[config.mk]
export PLATFORM = sky130hd
export DESIGN_NAME = decode_stage_flat
export DESIGN_NICKNAME = d
export VERILOG_FILES = /design/src/rtl/riscy_pkg.sv /design/src/rtl/decode_stage_if.sv /design/src/rtl/decode_stage_regfile.sv /design/src/rtl/decode_stage.sv /design/src/flat_wrapper.sv
export SDC_FILE = /design/constraint.sdc
export NUM_CORES = 2
export LEC_CHECK = 0
export CORE_ASPECT_RATIO = 0.6
export CORE_MARGIN = 2
export CORE_UTILIZATION = 40
export CTS_CLUSTER_SIZE = 24
export DETAILED_ROUTE_END_ITERATION = 8
export DONT_BUFFER_PORTS = 1
export GPL_ROUTABILITY_DRIVEN = 0
export GPL_TIMING_DRIVEN = 0
export PLACE_DENSITY = 0.6
export SETUP_SLACK_MARGIN = 0.5
export SLEW_MARGIN = 20
export SYNTH_ARGS = -nofsm -noshare
export SYNTH_HDL_FRONTEND = slang
export SYNTH_HIERARCHICAL = 1
export SYNTH_SLANG_ARGS = --single-unit
[constraint.sdc]
create_clock -name clk -period 2.45 [get_ports clk]
set_input_delay 0.3675 -clock clk [delete_from_list [all_inputs] [get_ports clk]]
set_output_delay 0.3675 -clock clk [all_outputs]
set_load 0.01 [all_outputs]
[src/rtl/riscy_pkg.sv]
// rtl/riscy_pkg.sv - shared RV32I decode constants and helpers
package riscy_pkg;

  // Major opcodes handled by the decode stage
  localparam logic [6:0] OPC_OP     = 7'b0110011;
  localparam logic [6:0] OPC_OP_IMM = 7'b0010011;

  // funct7 values that select the base or alternate ALU behaviour
  localparam logic [6:0] F7_BASE = 7'h00;
  localparam logic [6:0] F7_ALT  = 7'h20;

  // ALU operation select carried in funct3
  typedef enum logic [2:0] {
    ALU_ADD  = 3'b000,
    ALU_SLL  = 3'b001,
    ALU_SLT  = 3'b010,
    ALU_SLTU = 3'b011,
    ALU_XOR  = 3'b100,
    ALU_SR   = 3'b101,
    ALU_OR   = 3'b110,
    ALU_AND  = 3'b111
  } alu_op_e;

  // Only register-register ops read rs2 from the register file
  function automatic logic op_uses_rs2(input logic [6:0] opcode);
    return opcode == OPC_OP;
  endfunction

  // Encoding check for the OP and OP-IMM subsets this stage supports
  function automatic logic is_legal(input logic [31:0] instr);
    logic [6:0] opcode;
    logic [2:0] f3;
    logic [6:0] f7;
    logic       ok;
    opcode = instr[6:0];
    f3     = instr[14:12];
    f7     = instr[31:25];
    ok     = 1'b0;
    if (opcode == OPC_OP) begin
      ok = (f7 == F7_BASE) ||
           ((f7 == F7_ALT) && ((f3 == ALU_ADD) || (f3 == ALU_SR)));
    end else if (opcode == OPC_OP_IMM) begin
      if (f3 == ALU_SLL) begin
        ok = (f7 == F7_BASE);
      end else if (f3 == ALU_SR) begin
        ok = (f7 == F7_BASE) || (f7 == F7_ALT);
      end else begin
        ok = 1'b1;
      end
    end
    return ok;
  endfunction

endpackage

[src/rtl/decode_stage_if.sv]
// rtl/decode_stage_if.sv - fetch, writeback and ALU handshake bundle
interface decode_stage_if #(
  parameter int XLEN = 32
);
  // Fetch side
  logic            instr_valid;
  logic [31:0]     instr;
  logic            instr_ready;
  // Writeback side
  logic            wb_en;
  logic [4:0]      wb_addr;
  logic [XLEN-1:0] wb_data;
  // ALU side
  logic            alu_valid;
  logic            alu_ready;
  logic [XLEN-1:0] rs1;
  logic [XLEN-1:0] rs2;
  logic [2:0]      funct3;
  logic [6:0]      funct7;
  logic [4:0]      rd_addr;
  logic            illegal;

  // Environment driving fetch/writeback and acting as the ALU
  modport master (
    output instr_valid, instr, wb_en, wb_addr, wb_data, alu_ready,
    input  instr_ready, alu_valid, rs1, rs2, funct3, funct7, rd_addr, illegal
  );

  // The decode stage itself
  modport slave (
    input  instr_valid, instr, wb_en, wb_addr, wb_data, alu_ready,
    output instr_ready, alu_valid, rs1, rs2, funct3, funct7, rd_addr, illegal
  );
endinterface

[src/rtl/decode_stage_regfile.sv]
// rtl/decode_stage_regfile.sv - 2R1W register file with x0 tied to zero
module decode_stage_regfile #(
  parameter int XLEN  = 32,
  parameter int NREGS = 32,
  parameter int AW    = $clog2(NREGS)
) (
  input  logic            clk,
  input  logic            rst_n,
  input  logic            we_i,
  input  logic [AW-1:0]   waddr_i,
  input  logic [XLEN-1:0] wdata_i,
  input  logic [AW-1:0]   raddr1_i,
  output logic [XLEN-1:0] rdata1_o,
  input  logic [AW-1:0]   raddr2_i,
  output logic [XLEN-1:0] rdata2_o
);

  logic [XLEN-1:0] regs_q [NREGS];

  // Synchronous write port; x0 is never written so it stays zero after clear
  always_ff @(posedge clk or negedge rst_n) begin
    if (!rst_n) begin
      for (int i = 0; i < NREGS; i++) begin
        regs_q[i] <= '0;
      end
    end else if (we_i && (waddr_i != '0)) begin
      regs_q[waddr_i] <= wdata_i;
    end
  end

  // Asynchronous read ports; x0 forced to zero independent of storage
  always_comb begin
    rdata1_o = (raddr1_i == '0) ? '0 : regs_q[raddr1_i];
    rdata2_o = (raddr2_i == '0) ? '0 : regs_q[raddr2_i];
  end

endmodule

[src/rtl/decode_stage.sv]
// rtl/decode_stage.sv - RV32I OP/OP-IMM decode and operand fetch ahead of the ALU
module decode_stage
  import riscy_pkg::*;
#(
  parameter int XLEN  = 32,
  parameter int NREGS = 32
) (
  input logic          clk,
  input logic          rst_n,
  decode_stage_if.slave bus
);

  // Instruction fields
  logic [6:0] opcode;
  logic [4:0] rd_f;
  logic [2:0] f3;
  logic [4:0] rs1_f;
  logic [4:0] rs2_f;
  logic [6:0] f7;

  assign opcode = bus.instr[6:0];
  assign rd_f   = bus.instr[11:7];
  assign f3     = bus.instr[14:12];
  assign rs1_f  = bus.instr[19:15];
  assign rs2_f  = bus.instr[24:20];
  assign f7     = bus.instr[31:25];

  // Registered ALU-side state and scoreboard
  logic            alu_valid_q;
  logic [XLEN-1:0] rs1_q;
  logic [XLEN-1:0] rs2_q;
  logic [2:0]      funct3_q;
  logic [6:0]      funct7_q;
  logic [4:0]      rd_q;
  logic            illegal_q;
  logic [NREGS-1:0] busy_q;
  logic [NREGS-1:0] busy_d;

  // Decode results
  logic            legal;
  logic            uses_rs2;
  logic            rs1_bypass;
  logic            rs2_bypass;
  logic            hazard;
  logic            accept;
  logic            issue;
  logic [XLEN-1:0] rf_rd1;
  logic [XLEN-1:0] rf_rd2;
  logic [XLEN-1:0] op_a;
  logic [XLEN-1:0] op_b;
  logic [XLEN-1:0] imm_sext;
  logic [6:0]      f7_out;

  decode_stage_regfile #(
    .XLEN  (XLEN),
    .NREGS (NREGS),
    .AW    (5)
  ) u_regfile (
    .clk      (clk),
    .rst_n    (rst_n),
    .we_i     (bus.wb_en),
    .waddr_i  (bus.wb_addr),
    .wdata_i  (bus.wb_data),
    .raddr1_i (rs1_f),
    .rdata1_o (rf_rd1),
    .raddr2_i (rs2_f),
    .rdata2_o (rf_rd2)
  );

  // Hazard detection and same-cycle writeback bypass of source operands
  always_comb begin
    legal      = is_legal(bus.instr);
    uses_rs2   = op_uses_rs2(opcode);
    rs1_bypass = bus.wb_en && (bus.wb_addr == rs1_f) && (rs1_f != 5'd0);
    rs2_bypass = bus.wb_en && (bus.wb_addr == rs2_f) && (rs2_f != 5'd0);
    // busy_q[0] is never set, so x0 sources never stall
    hazard     = (busy_q[rs1_f] && !rs1_bypass) ||
                 (uses_rs2 && busy_q[rs2_f] && !rs2_bypass);
    accept     = bus.instr_valid && bus.instr_ready;
    issue      = accept && legal;
    imm_sext   = {{(XLEN-12){bus.instr[31]}}, bus.instr[31:20]};
    op_a       = rs1_bypass ? bus.wb_data : rf_rd1;
    if (uses_rs2) begin
      op_b = rs2_bypass ? bus.wb_data : rf_rd2;
    end else begin
      op_b = imm_sext;
    end
    // Immediate forms only carry a modifier for shift-right
    if (uses_rs2 || (f3 == ALU_SR)) begin
      f7_out = f7;
    end else begin
      f7_out = F7_BASE;
    end
  end

  // Accept whenever the output slot frees up this cycle and no source is pending
  assign bus.instr_ready = (!alu_valid_q || bus.alu_ready) && !hazard;

  // Scoreboard next state: writeback clears first so a same-cycle issue wins
  always_comb begin
    busy_d = busy_q;
    if (bus.wb_en) begin
      busy_d[bus.wb_addr] = 1'b0;
    end
    if (issue && (rd_f != 5'd0)) begin
      busy_d[rd_f] = 1'b1;
    end
    busy_d[0] = 1'b0;
  end

  // Scoreboard register
  always_ff @(posedge clk or negedge rst_n) begin
    if (!rst_n) begin
      busy_q <= '0;
    end else begin
      busy_q <= busy_d;
    end
  end

  // ALU output register: load on issue, drop valid once the ALU takes it
  always_ff @(posedge clk or negedge rst_n) begin
    if (!rst_n) begin
      alu_valid_q <= 1'b0;
      rs1_q       <= '0;
      rs2_q       <= '0;
      funct3_q    <= '0;
      funct7_q    <= '0;
      rd_q        <= '0;
      illegal_q   <= 1'b0;
    end else begin
      illegal_q <= accept && !legal;
      if (issue) begin
        alu_valid_q <= 1'b1;
        rs1_q       <= op_a;
        rs2_q       <= op_b;
        funct3_q    <= f3;
        funct7_q    <= f7_out;
        rd_q        <= rd_f;
      end else if (bus.alu_ready) begin
        alu_valid_q <= 1'b0;
      end
    end
  end

  assign bus.alu_valid = alu_valid_q;
  assign bus.rs1       = rs1_q;
  assign bus.rs2       = rs2_q;
  assign bus.funct3    = funct3_q;
  assign bus.funct7    = funct7_q;
  assign bus.rd_addr   = rd_q;
  assign bus.illegal   = illegal_q;

endmodule

[src/flat_wrapper.sv]
// flat-port wrapper written by rule: the top's interface ports become plain ports
module decode_stage_flat import riscy_pkg::*;
#(
  parameter int XLEN  = 32,
  parameter int NREGS = 32
)
  (clk, rst_n, bus_instr_valid, bus_instr, bus_wb_en, bus_wb_addr, bus_wb_data, bus_alu_ready, bus_instr_ready, bus_alu_valid, bus_rs1, bus_rs2, bus_funct3, bus_funct7, bus_rd_addr, bus_illegal);
  decode_stage_if #(.XLEN(XLEN)) bus_i ();
  input logic clk;
  input logic rst_n;
  input wire logic [$bits(bus_i.instr_valid)-1:0] bus_instr_valid;
  input wire logic [$bits(bus_i.instr)-1:0] bus_instr;
  input wire logic [$bits(bus_i.wb_en)-1:0] bus_wb_en;
  input wire logic [$bits(bus_i.wb_addr)-1:0] bus_wb_addr;
  input wire logic [$bits(bus_i.wb_data)-1:0] bus_wb_data;
  input wire logic [$bits(bus_i.alu_ready)-1:0] bus_alu_ready;
  output wire logic [$bits(bus_i.instr_ready)-1:0] bus_instr_ready;
  output wire logic [$bits(bus_i.alu_valid)-1:0] bus_alu_valid;
  output wire logic [$bits(bus_i.rs1)-1:0] bus_rs1;
  output wire logic [$bits(bus_i.rs2)-1:0] bus_rs2;
  output wire logic [$bits(bus_i.funct3)-1:0] bus_funct3;
  output wire logic [$bits(bus_i.funct7)-1:0] bus_funct7;
  output wire logic [$bits(bus_i.rd_addr)-1:0] bus_rd_addr;
  output wire logic [$bits(bus_i.illegal)-1:0] bus_illegal;
  assign bus_i.instr_valid = bus_instr_valid;
  assign bus_i.instr = bus_instr;
  assign bus_i.wb_en = bus_wb_en;
  assign bus_i.wb_addr = bus_wb_addr;
  assign bus_i.wb_data = bus_wb_data;
  assign bus_i.alu_ready = bus_alu_ready;
  assign bus_instr_ready = bus_i.instr_ready;
  assign bus_alu_valid = bus_i.alu_valid;
  assign bus_rs1 = bus_i.rs1;
  assign bus_rs2 = bus_i.rs2;
  assign bus_funct3 = bus_i.funct3;
  assign bus_funct7 = bus_i.funct7;
  assign bus_rd_addr = bus_i.rd_addr;
  assign bus_illegal = bus_i.illegal;
  decode_stage #(.XLEN(XLEN), .NREGS(NREGS)) u_core (.clk(clk), .rst_n(rst_n), .bus(bus_i));
endmodule
==> flow_metrics.py <==
metrics = {
    "status": {
        "outcome": "finished with violations",
        "violations": "setup timing",
    },
    "power_and_ir_drop": {
        "comb_power_share": 0.214,
        "p_leak_nw": 30.1,
        "p_clk_frac": 0.338,
        "power_mw": 55.8,
        "p_seq_frac": 0.448,
        "ir_worst_vdd_uv": 579,
        "p_sw_frac": 0.295,
        "power.internal_mw": 39.3,
        "p_per_area_nw_per_um2": 799,
        "switchingPower_mw": 16.5,
    },
    "timing": {
        "slew_violations": 0,
        "rsz0062_at_grt": "yes",
        "fmax_mhz": 347,
        "period_needed_ps": 2890,
        "relSlewSlack": 0.139,
        "hold_viol": 0,
        "finalClockSkew_ps": 31.4,
        "setup_ws_ps": -435,
        "setup_viol": 97,
        "worstMarginPinSlew_ps": 1290,
        "fin_crit_sh": 1.18,
    },
    "logic_synthesis": {
        "synth_edf_count": 0,
        "yosys-top-cells-area": "dfrtp_1 47%, mux2_2 20%, mux4_2 17%",
        "yosysWarnings": 6,
        "syn_avg_cell_area_um2": 15.0,
        "synthArstFlopShare": 1.00,
        "syn_area_um2": 60700,
        "synth_cells": 4057,
        "yosysTopAreaCell": "dfrtp_1",
        "synth_cell_types": 59,
        "seq_area_frac_synth": 0.468,
        "syn_nets": 4131,
        "ys_ff_latch": 1136,
        "yosysTopAreaCellShare": 0.468,
        "synthFlopType": "dfrtp_1",
    },
    "clock_tree": {
        "clk_pin_slew_worst_paths_ps": 70,
        "cts_made_buffers": 111,
        "cts_htree_levels": 3,
        "clk_path_buf_depth": 3,
        "cts.sinks": 1136,
        "cts_tree": "done",
        "root_buffer": "clkbuf_16",
        "insertion_delay_ps": 770,
    },
    "grt": {
        "overflow": 0,
        "grt_pass1_vias": 40900,
        "grt_max_degree": 176,
        "grt_pass1_wl_um": 339000,
        "grt.total_usage": 0.315,
        "antenna_found_initial": 20,
    },
    "drt": {
        "routed_wl_um": 248000,
        "drt_pass1_iterations": 5,
        "via_per_inst": 6.63,
        "routedWlPerCell_um": 38.8,
        "drtIter0Drc": 6039,
        "vias": 42500,
        "ant_nets": 0,
        "drc_errors": 0,
    },
    "worst_hold_path": {
        "hold_path_class": "in -> reg",
        "min-delay-start": "bus_wb_data[28]",
    },
    "critical_path": {
        "crit_path_end": "bus_instr_ready",
        "ff2ff_setup_slack_ps": -310,
        "slowest_stage": "a211oi_2",
        "crit_buf_inv": 1,
        "cp_data_required_time_ps": 2080,
        "r2r_start": "u_core/busy_q[30]",
        "critPathKind": "in -> out",
        "path_cells": "clkbuf_1 > xnor2_1 > nand2_1 > a211oi_2 > nand4b_1 > o21a_2",
        "critPathLaunchType": "input port",
        "arrival_ps": 2520,
        "crit_path_start": "bus_instr[21]",
        "critical_path_depth": 6,
        "critPathCaptureType": "output port",
        "critical-path-top-delay-family": "compound AO/OA/AOI/OAI gates",
        "slowest_delay_ps": 810,
        "reg2regPathDepth": 10,
        "reg2reg_to": "u_core/bus.rs1[22]",
        "path_max_fanout": 10,
    },
    "final_layout": {
        "mostFrequentLayoutCells": "1,127 x dfrtp_1, 1,051 x mux2_2, 466 x mux4_2",
        "stdcell_count": 6400,
        "utilization": 0.465,
        "area_growth_pct": 15.1,
        "drive_gt1_frac": 0.502,
        "layout_commonest_cell": "dfrtp_1",
        "fin_nets": 4350,
    },
    "die": {
        "io_pins": 156,
        "dieArea_um2": 155000,
        "die_y_um": 306,
        "die_w_um": 507,
        "start_util": 0.404,
        "core_um2": 150000,
        "num_rows": 110,
    },
    "place": {
        "placed_cells": 6089,
        "place_hpwl_um": 171000,
        "io_buffer_count": 0,
    },
    "run": {
        "maxCapViolCount": 0,
    },
}
==> worst reg2reg max path, delay by kind of cell (launching register included) <==
| kind | cells | cell delay [ps] |
|---|---|---|
| buffers and inverters | 5 | 800 |
| muxes | 3 | 1090 |
| AOI/OAI and AO/OA | 2 | 360 |
| DFF | 1 | 410 |
==> worst min path at each step <==
stage / to / depth (start not counted)
4_1_cts: u_core/bus.rs2[28] / 3
2_1_floorplan: u_core/bus.alu_valid / 0
3_5_place_dp: u_core/u_regfile/regs_q[995] / 0
5_1_grt: u_core/bus.rs2[28] / 3
6_report: u_core/bus.rs2[28] / 3
3_3_place_gp: u_core/u_regfile/regs_q[995] / 0
==> sequential cells by signal, summed over array words and instances, names as in the netlist <==
| register | flops |
|---|---|
| u_core/bus.illegal | 1 |
| u_core/bus.rs1 | 32 |
| u_core/busy_q | 31 |
| u_core/bus.alu_valid | 1 |
| u_core/bus.funct3 | 3 |
| u_core/bus.rs2 | 32 |
| u_core/bus.rd_addr | 5 |
| u_core/bus.funct7 | 7 |
| u_core/u_regfile/regs_q | 1024 |
==> power by group through the flow <==
stage                     Combinational [mW]  Sequential (mW)  Clock [mW]
after floorplan                         7.89             23.9           0
after global placement                  10.3             24.9           0
after detailed placement                11.1             25.0           0
after CTS                               11.5             24.7        19.0
after global routing                    12.4             25.3        19.8
final                                   12.0             25.0        18.8
==> timing repair <==
item                       CTS  global route
pin swaps                   11             9
setup endpoints to repair  437           913
resized for setup          204            66
hold buffers                54             0
gates cloned                12             9
buffers inserted            12             3
hold endpoints to repair   289             0
==> synthesized netlist by cell type (all sizes together) (3+ instances only) <==
library cell / number
and2: 12
mux4: 480
nor2b: 27
nand2: 62
nor2: 38
o221ai: 29
a22o: 52
a22oi: 18
a221oi: 3
o21ai: 65
mux2i: 195
inv: 5
or3b: 5
and3b: 3
xnor2: 9
dfrtp: 1136
nand3: 10
clkbuf: 228
nor3b: 3
o22ai: 82
nand3b: 8
a21oi: 44
a2111oi: 26
nor4: 6
a211oi: 40
buf: 231
a32o: 5
or3: 4
mux2: 1136
and3: 6
nand2b: 10
nor3: 58
==> cell type report <==
class / count / area, um2
clock inverter: 33 / 489
inverter: 5 / 18.8
sequential: 1136 / 28400
timing repair buffer: 106 / 1510
antenna: 13 / 32.5
tap: 2016 / 2520
buffer: 459 / 2610
multi-input combinational: 2457 / 30800
clock buffer: 175 / 3440
fill: 13200 / 80400
==> per-layer routing <==
metal / vias up / routed length [um] / global-route usage / part of all wire
met5: - / 313 / 0.00957 / 0.0013
met1: 22800 / 103000 / 0.452 / 0.41
li1: 16200 / - / - / -
met3: 395 / 45200 / 0.195 / 0.18
met2: 3109 / 92100 / 0.382 / 0.37
met4: 14 / 8070 / 0.0932 / 0.032
==> cells by family after synthesis <==
group	share of synthesized area
flip-flops	0.468
XOR/XNOR	0.00144
buffers and inverters	0.0379
AND/OR/NAND/NOR	0.0221
multiplexers	0.426
AO/OA/AOI/OAI	0.0437
==> stage by stage <==
stage | hold slack, ps | setup TNS [ps] | instance area, um2 | worst slack [ps]
2_1_floorplan | 71.9 | -2010 | 60800 | -46.9
3_3_place_gp | 186 | -174500 | 63300 | -2490
3_5_place_dp | 72.3 | -481290 | 63700 | -1940
4_1_cts | 5.18 | -37240 | 69400 | -363
5_1_grt | 50.9 | -24550 | 69800 | -392
6_report | 60.7 | -24080 | 69800 | -435
No activity file was read; power rests on OpenSTA's default activity.
